===== config.mk =====
export PLATFORM = sky130hd
export DESIGN_NAME = serial_transfer_sequencer
export DESIGN_NICKNAME = d
export VERILOG_FILES = /design/src/rtl/serial_transfer_sequencer.sv
export SDC_FILE = /design/constraint.sdc
export NUM_CORES = 1
export LEC_CHECK = 0
export CAP_MARGIN = 15
export CORE_MARGIN = 4
export CORE_UTILIZATION = 35
export CTS_CLUSTER_DIAMETER = 80
export DETAILED_ROUTE_END_ITERATION = 10
export PLACE_DENSITY = 0.59
export SLEW_MARGIN = 20
export SYNTH_ARGS = -nofsm -noshare
export SYNTH_HDL_FRONTEND = slang
export SYNTH_SLANG_ARGS = --single-unit

===== constraint.sdc =====
create_clock -name w_CLK -period 2.09 [get_ports w_CLK]
set_input_delay 0.418 -clock w_CLK [delete_from_list [all_inputs] [get_ports w_CLK]]
set_output_delay 0.418 -clock w_CLK [all_outputs]
set_load 0.01 [all_outputs]

===== src/rtl/serial_transfer_sequencer.sv =====
// Beat sequencer and serial transfer gates between main store, accumulator
// and the store write path.
//
// Ports:
//   w_CLK, w_RST        clock, synchronous active-high reset
//   w_RUN               run request; a stop takes effect at the ACTION word boundary
//   w_MS_DATA_OUT       serial main store digit, LSB first
//   w_ACC_DATA_OUT      serial accumulator digit, LSB first
//   w_IG_INHIBIT        forces the captured instruction digit to 0
//   w_KLC               inhibits store writes (ITG and S-erase only)
//   w_OTG_DATA_OUT      store digit gated toward the accumulator
//   w_ITG_DATA_OUT      accumulator digit gated toward the store
//   w_S_ERASE_WF        store line erase waveform
//   w_BIT_NUM           current digit number within the word
//   w_BEAT              0 IDLE, 1 SCAN, 2 ACTION, 3 HALT
//   w_FUNC, w_ADDR      staticised instruction fields
//   w_HALTED            high in HALT
module serial_transfer_sequencer #(
    parameter int WORD_BITS = 32,
    parameter int ADDR_BITS = 5,
    parameter int ADDR_LSB  = 0,
    parameter int FUNC_BITS = 3,
    parameter int FUNC_LSB  = 13,
    localparam int CNT_W = (WORD_BITS > 1) ? $clog2(WORD_BITS) : 1
) (
    input  logic                 w_CLK,
    input  logic                 w_RST,
    input  logic                 w_RUN,
    input  logic                 w_MS_DATA_OUT,
    input  logic                 w_ACC_DATA_OUT,
    input  logic                 w_IG_INHIBIT,
    input  logic                 w_KLC,
    output logic                 w_OTG_DATA_OUT,
    output logic                 w_ITG_DATA_OUT,
    output logic                 w_S_ERASE_WF,
    output logic [CNT_W-1:0]     w_BIT_NUM,
    output logic [1:0]           w_BEAT,
    output logic [FUNC_BITS-1:0] w_FUNC,
    output logic [ADDR_BITS-1:0] w_ADDR,
    output logic                 w_HALTED
);

    typedef enum logic [1:0] {
        BEAT_IDLE   = 2'd0,
        BEAT_SCAN   = 2'd1,
        BEAT_ACTION = 2'd2,
        BEAT_HALT   = 2'd3
    } beat_t;

    localparam logic [CNT_W-1:0] LAST_BIT = CNT_W'(WORD_BITS - 1);

    localparam logic [FUNC_BITS-1:0] F_LDN  = FUNC_BITS'(2);
    localparam logic [FUNC_BITS-1:0] F_STO  = FUNC_BITS'(3);
    localparam logic [FUNC_BITS-1:0] F_SUB4 = FUNC_BITS'(4);
    localparam logic [FUNC_BITS-1:0] F_SUB5 = FUNC_BITS'(5);
    localparam logic [FUNC_BITS-1:0] F_STP  = FUNC_BITS'(7);

    beat_t                beat_q, beat_d;
    logic [CNT_W-1:0]     bit_q, bit_d;
    logic [WORD_BITS-1:0] shift_q, shift_d;
    logic [FUNC_BITS-1:0] func_q, func_d;
    logic [ADDR_BITS-1:0] addr_q, addr_d;
    logic                 halted_q, halted_d;

    logic                 scan_din;
    logic                 last_bit;
    logic [WORD_BITS-1:0] scan_word;
    logic [CNT_W-1:0]     bit_next;

    assign scan_din  = w_MS_DATA_OUT & ~w_IG_INHIBIT;
    assign last_bit  = (bit_q == LAST_BIT);
    assign bit_next  = last_bit ? '0 : bit_q + 1'b1;
    // Word as it stands once the current digit is shifted in; at the last
    // digit this is the complete instruction.
    assign scan_word = {scan_din, shift_q[WORD_BITS-1:1]};

    always_comb begin
        beat_d   = beat_q;
        bit_d    = bit_q;
        shift_d  = shift_q;
        func_d   = func_q;
        addr_d   = addr_q;
        halted_d = halted_q;
        case (beat_q)
            BEAT_IDLE: begin
                if (w_RUN) begin
                    beat_d = BEAT_SCAN;
                end
            end
            BEAT_SCAN: begin
                shift_d = scan_word;
                bit_d   = bit_next;
                if (last_bit) begin
                    func_d = scan_word[FUNC_LSB +: FUNC_BITS];
                    addr_d = scan_word[ADDR_LSB +: ADDR_BITS];
                    beat_d = BEAT_ACTION;
                end
            end
            BEAT_ACTION: begin
                bit_d = bit_next;
                if (last_bit) begin
                    if (func_q == F_STP) begin
                        beat_d   = BEAT_HALT;
                        halted_d = 1'b1;
                    end else if (w_RUN) begin
                        beat_d = BEAT_SCAN;
                    end else begin
                        beat_d = BEAT_IDLE;
                    end
                end
            end
            default: begin
                bit_d = '0;
            end
        endcase
    end

    always_ff @(posedge w_CLK) begin
        if (w_RST) begin
            beat_q   <= BEAT_IDLE;
            bit_q    <= '0;
            shift_q  <= '0;
            func_q   <= '0;
            addr_q   <= '0;
            halted_q <= 1'b0;
        end else begin
            beat_q   <= beat_d;
            bit_q    <= bit_d;
            shift_q  <= shift_d;
            func_q   <= func_d;
            addr_q   <= addr_d;
            halted_q <= halted_d;
        end
    end

    // Gates open only in ACTION; OTG and ITG decode from disjoint functions
    // so they can never be high together.
    always_comb begin
        w_OTG_DATA_OUT = 1'b0;
        w_ITG_DATA_OUT = 1'b0;
        w_S_ERASE_WF   = 1'b0;
        if (beat_q == BEAT_ACTION) begin
            case (func_q)
                F_LDN, F_SUB4, F_SUB5: begin
                    w_OTG_DATA_OUT = w_MS_DATA_OUT;
                end
                F_STO: begin
                    w_S_ERASE_WF   = ~w_KLC;
                    w_ITG_DATA_OUT = w_ACC_DATA_OUT & ~w_KLC;
                end
                default: begin
                end
            endcase
        end
    end

    assign w_BIT_NUM = bit_q;
    assign w_BEAT    = beat_q;
    assign w_FUNC    = func_q;
    assign w_ADDR    = addr_q;
    assign w_HALTED  = halted_q;

endmodule


Yosys cells after proc, flatten, opt, wreduce, memory -nomap -nowiden
Cells that the tools add are included.

storage, ports and cells
  register bits after elaboration = 48
  logic and storage cells = 43
  output and inout bits = 19
  input port bits = 7

cells by class
  $add $sub $neg = 1
  muxes and demuxes = 14
  equality and inequality tests = 11
  bitwise logic cells = 4
  reductions and logical operators = 7

operators by type and width
  operator                                       number
  one-hot mux 5 bit (2 select lines)             1
  == test 3 bit, second input constant           3
  two-way mux 2 bit                              4
  two-way mux 1 bit                              7
  == test 3 x 2 -> 1 bit, second input constant  2
  != test 2 bit, second input constant           3
  one-hot mux 2 bit (3 select lines)             1
  adder 5 x 1 -> 5 bit, second input constant    1
  == test 5 bit, second input constant           1
  two-way mux 5 bit                              1
  AND reduction 4 bit                            1
  AND reduction 3 bit                            1
  nonzero test 3 bit                             1
  OR reduction 3 bit                             1
  AND 1 bit                                      2
  == test 2 x 1 -> 1 bit, second input constant  1
  == test 2 bit, second input constant           1
  logical NOT 2 bit                              1
  inverter 1 bit                                 2
  AND reduction 2 bit                            1
  OR reduction 2 bit                             1

Longest topological paths before layout
  depth in word-level cells = 4
  depth in mapped cells = 7
  gate-level depth less buffers = 6

Worst setup path after synthesis
OpenSTA, ideal clock, no wires.

  path kind = register to output
  from = register beat_q[0] (netlist: w_BEAT[0])
  to = output w_ITG_DATA_OUT
  required time = 1,672 ps
  arrival = 1,285 ps
  setup slack = 387 ps
  cell stages (with the launch flop) = 6
  cell sequence = dfxtp_1 -> inv_1 -> ha_1 -> and3_1 -> nor3b_2 -> and2_1

on the way
  word-level cells in the longest chain between the ends = 2

ends and longest elaborated chain
  item                      line  text
  start: declaration        58    beat_t beat_q, beat_d;
  start signal: assignment  127   beat_q <= beat_d;
  == test 2 bit             142   if (beat_q == BEAT_ACTION) begin
  two-way mux 1 bit         142
  end: declaration          34    output logic w_ITG_DATA_OUT,

Every way passes these cells.

Worst setup path after layout
  from = register beat_q[0] (netlist: w_BEAT[0])
  to = output w_S_ERASE_WF

on the way
  word-level cells in the longest chain between the ends = 2

ends and longest elaborated chain
  item               line  text
  == test 2 bit      142
  two-way mux 1 bit  142
  end: declaration   35    output logic w_S_ERASE_WF,

Every way passes these cells.

==> metrics.md <==
| Metric | Value |
|---|---|
| Outcome | `complete, no violations` |
| Clk root buf | `clkbuf_8` |
| Post-Syn Area | `approximately 0.0019 sq mm` |
| Hold_ws | `0.458 ns` |
| Final clock skew | `roughly 0.0056 ns` |
| Largest net degree at the start of global routing | `28` |
| Most frequent cell after synthesis | `dfxtp_1` |
| Routed WL | `3390 um` |
| Fin. Hold Viols | `0` |
| Cell taking the most area after synthesis | `dfxtp_1` |
| Critical path launch point type | `flop` |
| Post-synthesis cell count | `195` |
| Crit-path slowest cell | `dfxtp_2` |
| Top-area cell type share of the netlist area | `0.497` |
| Period utilization | `0.911` |
| Min-delay worst type | `reg -> reg` |
| Routed Antenna Nets | `0` |
| Postcts setup bufs | `0` |
| Clock tree sinks | `47` |
| WS Path Type | `reg -> out` |
| Netlist cell types | `29` |
| DRC | `0` |
| Max-cap viol count | `0` |
| Vias/cell | `approximately 4.6` |
| Crit-path cells | `inv_1 -> ha_1 -> and3_4 -> nor3b_2 -> dlygate4sd2_1` |
| I/O Buffers | `25` |
| CORE AREA | `0.00517 sq mm` |
| Number of global-route vias before repair | `1236` |
| Tot Pwr | `~1.9 mW` |
| Gpl congestion | `0.775` |
| Worst setup EP type | `output pin` |
| DR iter-0 viols | `a little over 50` |
| Clock buffer depth | `2` |
| Power Density | `between 800 and 900 mW/mm^2` |
| Peak VDD IR | `about 0.00033 V` |
| CTS HTree Levels | `2` |
| Net count after synthesis | `roughly 210` |
| Die X-Extent | `approximately 82 um` |
| Required time of the critical path | `approximately 1.7 ns` |
| Post-CTS sizing | `4` |
| RSZ-0062 raised after global routing | `false` |
| Seq cells post-synth | `between 40 and 50` |
| Critical path data arrival time | `between 1 and 1.5 ns` |
| Crit path largest cell delay | `approximately 0.33 ns` |
| Most used DFF post-synth | `dfxtp_1` |
| Pre-antenna DRT Iters | `4` |
| Multi-input logic area | `approximately 890 sq um` |
| Layout cell share with drive strength beyond 1 | `0.106` |
| Yosys warns | `0` |
| Final-report setup violation count | `0` |
| Via Count | `1366` |
| I/O pins | `26` |
| Ant. Diodes | `0` |
| Register area | `roughly 940 sq um` |
| Layout area overhead | `24.1%` |
| Top cells by area, synth | `dfxtp_1 50%, mux2i_1 17%, nor2_1 6.3%, a21oi_1 3.7%, ha_1 3.3%` |
| Hold_buf cts | `0` |
| Max Slew Vio Count | `0` |
| TritonCTS clock tree | `done` |
| Fraction of registers with async set/reset | `0` |
| Slew headroom | `0.743` |
| Flop-to-flop setup slack | `0.36 ns` |
| First-pass GRT wire length | `5730 um` |
| Utilization after layout | `0.455` |
| EDFF count, synth | `0` |
| Row count | `26` |
| Die area | `0.00665 sq mm` |
| Final nets | `237` |
| HPWL Detailed | `2330 um` |
| Layout fillers | `506` |
| Mapped Avg Cell Area | `about 9.7 sq um` |
| Overflow after GRT | `0` |
| TritonCTS Buffers | `5` |
| Initial Util | `0.366` |
| Slew @ Worst Pin | `0.385 ns` |
| Overall Global Routing Usage | `0.110` |
| Clk_lat worst skew | `just under 0.3 ns` |
| Tmin final | `1.90 ns` |
| Seq/Total Area, Yosys | `0.497` |
| Initial antenna violation count | `0` |
| Per-cell routed wire length | `between 10 and 15 um` |
| Clock slew at reported path FFs | `approximately 0.08 ns` |
| Static Leak | `0.888 nW` |
| F_max | `~530 MHz` |
| Post-synth top cells | `47 x dfxtp_1, 33 x mux2i_1, 32 x nor2_1` |
| CP max FO | `2` |
| Die Y | `approximately 82 um` |
==> critical path: cells and delay by family, from the launching register on <==
family | cells | cell delay, ns
AND/OR/NAND/NOR | 2 | 0.33
flip-flops | 1 | 0.33
adder cells (fa/ha/maj) | 1 | 0.20
buffers and inverters | 2 | 0.33
==> sequential cells by signal (all words and copies together) (netlist names) <==
signal	cells
shift_q	31
w_ADDR	5
w_HALTED	1
w_FUNC	3
w_BIT_NUM	5
w_BEAT	2
==> stage by stage <==
stage	instance area [sq um]	setup TNS, ns	setup WS, ns	cells
after global placement	2260	0	0.0135	288
after CTS	2350	-0.00313	-0.00313	296
final	2350	0	0.186	296
after floorplan	1890	0	0.387	195
after global routing	2350	0	0.0636	296
after detailed placement	2260	-0.0000471	-0.0000471	288
==> power breakdown <==
group          switching (mW)  internal (mW)  total (mW)
Clock                   0.285          0.234       0.519
Sequential             0.0106          0.913       0.923
Combinational           0.253          0.232       0.485
Total                   0.549           1.38        1.93
==> metal layers <==
| layer | GRT usage | wire, um | vias to the layer above | share of wire |
|---|---|---|---|---|
| li1 | - | - | 724 | - |
| met1 | 0.148 | 1770 | 611 | 0.52 |
| met5 | 0 | 0 | - | 0 |
| met4 | 0.0598 | 50 | 0 | 0.015 |
| met3 | 0.0241 | 180 | 4 | 0.053 |
| met2 | 0.161 | 1390 | 27 | 0.41 |
==> logic make-up after synthesis <==
kind of cell,after synthesis,synth area share
AO/OA/AOI/OAI,20,0.0654
XOR/XNOR,1,0.00462
adder cells (fa/ha/maj),5,0.0330
buffers and inverters,16,0.0396
flip-flops,47,0.497
multiplexers,33,0.174
AND/OR/NAND/NOR,73,0.186
==> final cells by class <==
class | instances | area share
well taps | 70 | 0.0373
clock buffers | 6 | 0.0309
multi-input cells | 132 | 0.377
flip-flops and latches | 47 | 0.401
clock inverters | 2 | 0.00532
inverters | 4 | 0.00639
repair buffers | 35 | 0.142
==> cell usage in the layout (no fill, tap or decap) <==
| cell | instances |
|---|---|
| dfxtp_1 | 45 |
| dlygate4sd2_1 | 1 |
| nor4b_1 | 1 |
| xor2_1 | 1 |
| and3_4 | 1 |
| nor2b_1 | 1 |
| dfxtp_2 | 2 |
| ha_2 | 1 |
| inv_1 | 4 |
| clkbuf_1 | 1 |
| clkinvlp_4 | 1 |
| o21ba_1 | 1 |
| buf_4 | 9 |
| nor3b_2 | 1 |
| nand3b_1 | 4 |
| a41o_1 | 1 |
| nand4b_1 | 1 |
| nor2_1 | 32 |
| and2_1 | 1 |
| clkinv_2 | 1 |
| buf_12 | 1 |
| a31oi_1 | 1 |
| nand2b_1 | 4 |
| nand2_1 | 11 |
| dlymetal6s2s_1 | 1 |
| nor3b_1 | 2 |
| a21oi_1 | 14 |
| a211oi_2 | 1 |
| o21ai_0 | 1 |
| clkdlybuf4s50_1 | 22 |
| and3_1 | 2 |
| nor3_1 | 2 |
| a311o_1 | 1 |
| clkbuf_8 | 5 |
| nand3_1 | 10 |
| ha_1 | 4 |
| clkbuf_2 | 1 |
| mux2i_1 | 33 |
==> final timing paths <==
check,startpoint,endpoint,cells past startpoint
setup / recovery,w_BEAT[0]$_SDFFE_PP0P_,w_S_ERASE_WF,5
hold / removal,w_ADDR[3]$_SDFFE_PP0P_,w_ADDR[3]$_SDFFE_PP0P_,2
setup reg to reg,w_BIT_NUM[0]$_SDFFE_PP0P_,w_BEAT[0]$_SDFFE_PP0P_,6
hold reg to reg,w_ADDR[3]$_SDFFE_PP0P_,w_ADDR[3]$_SDFFE_PP0P_,2
(Power assumes the default switching activity.)
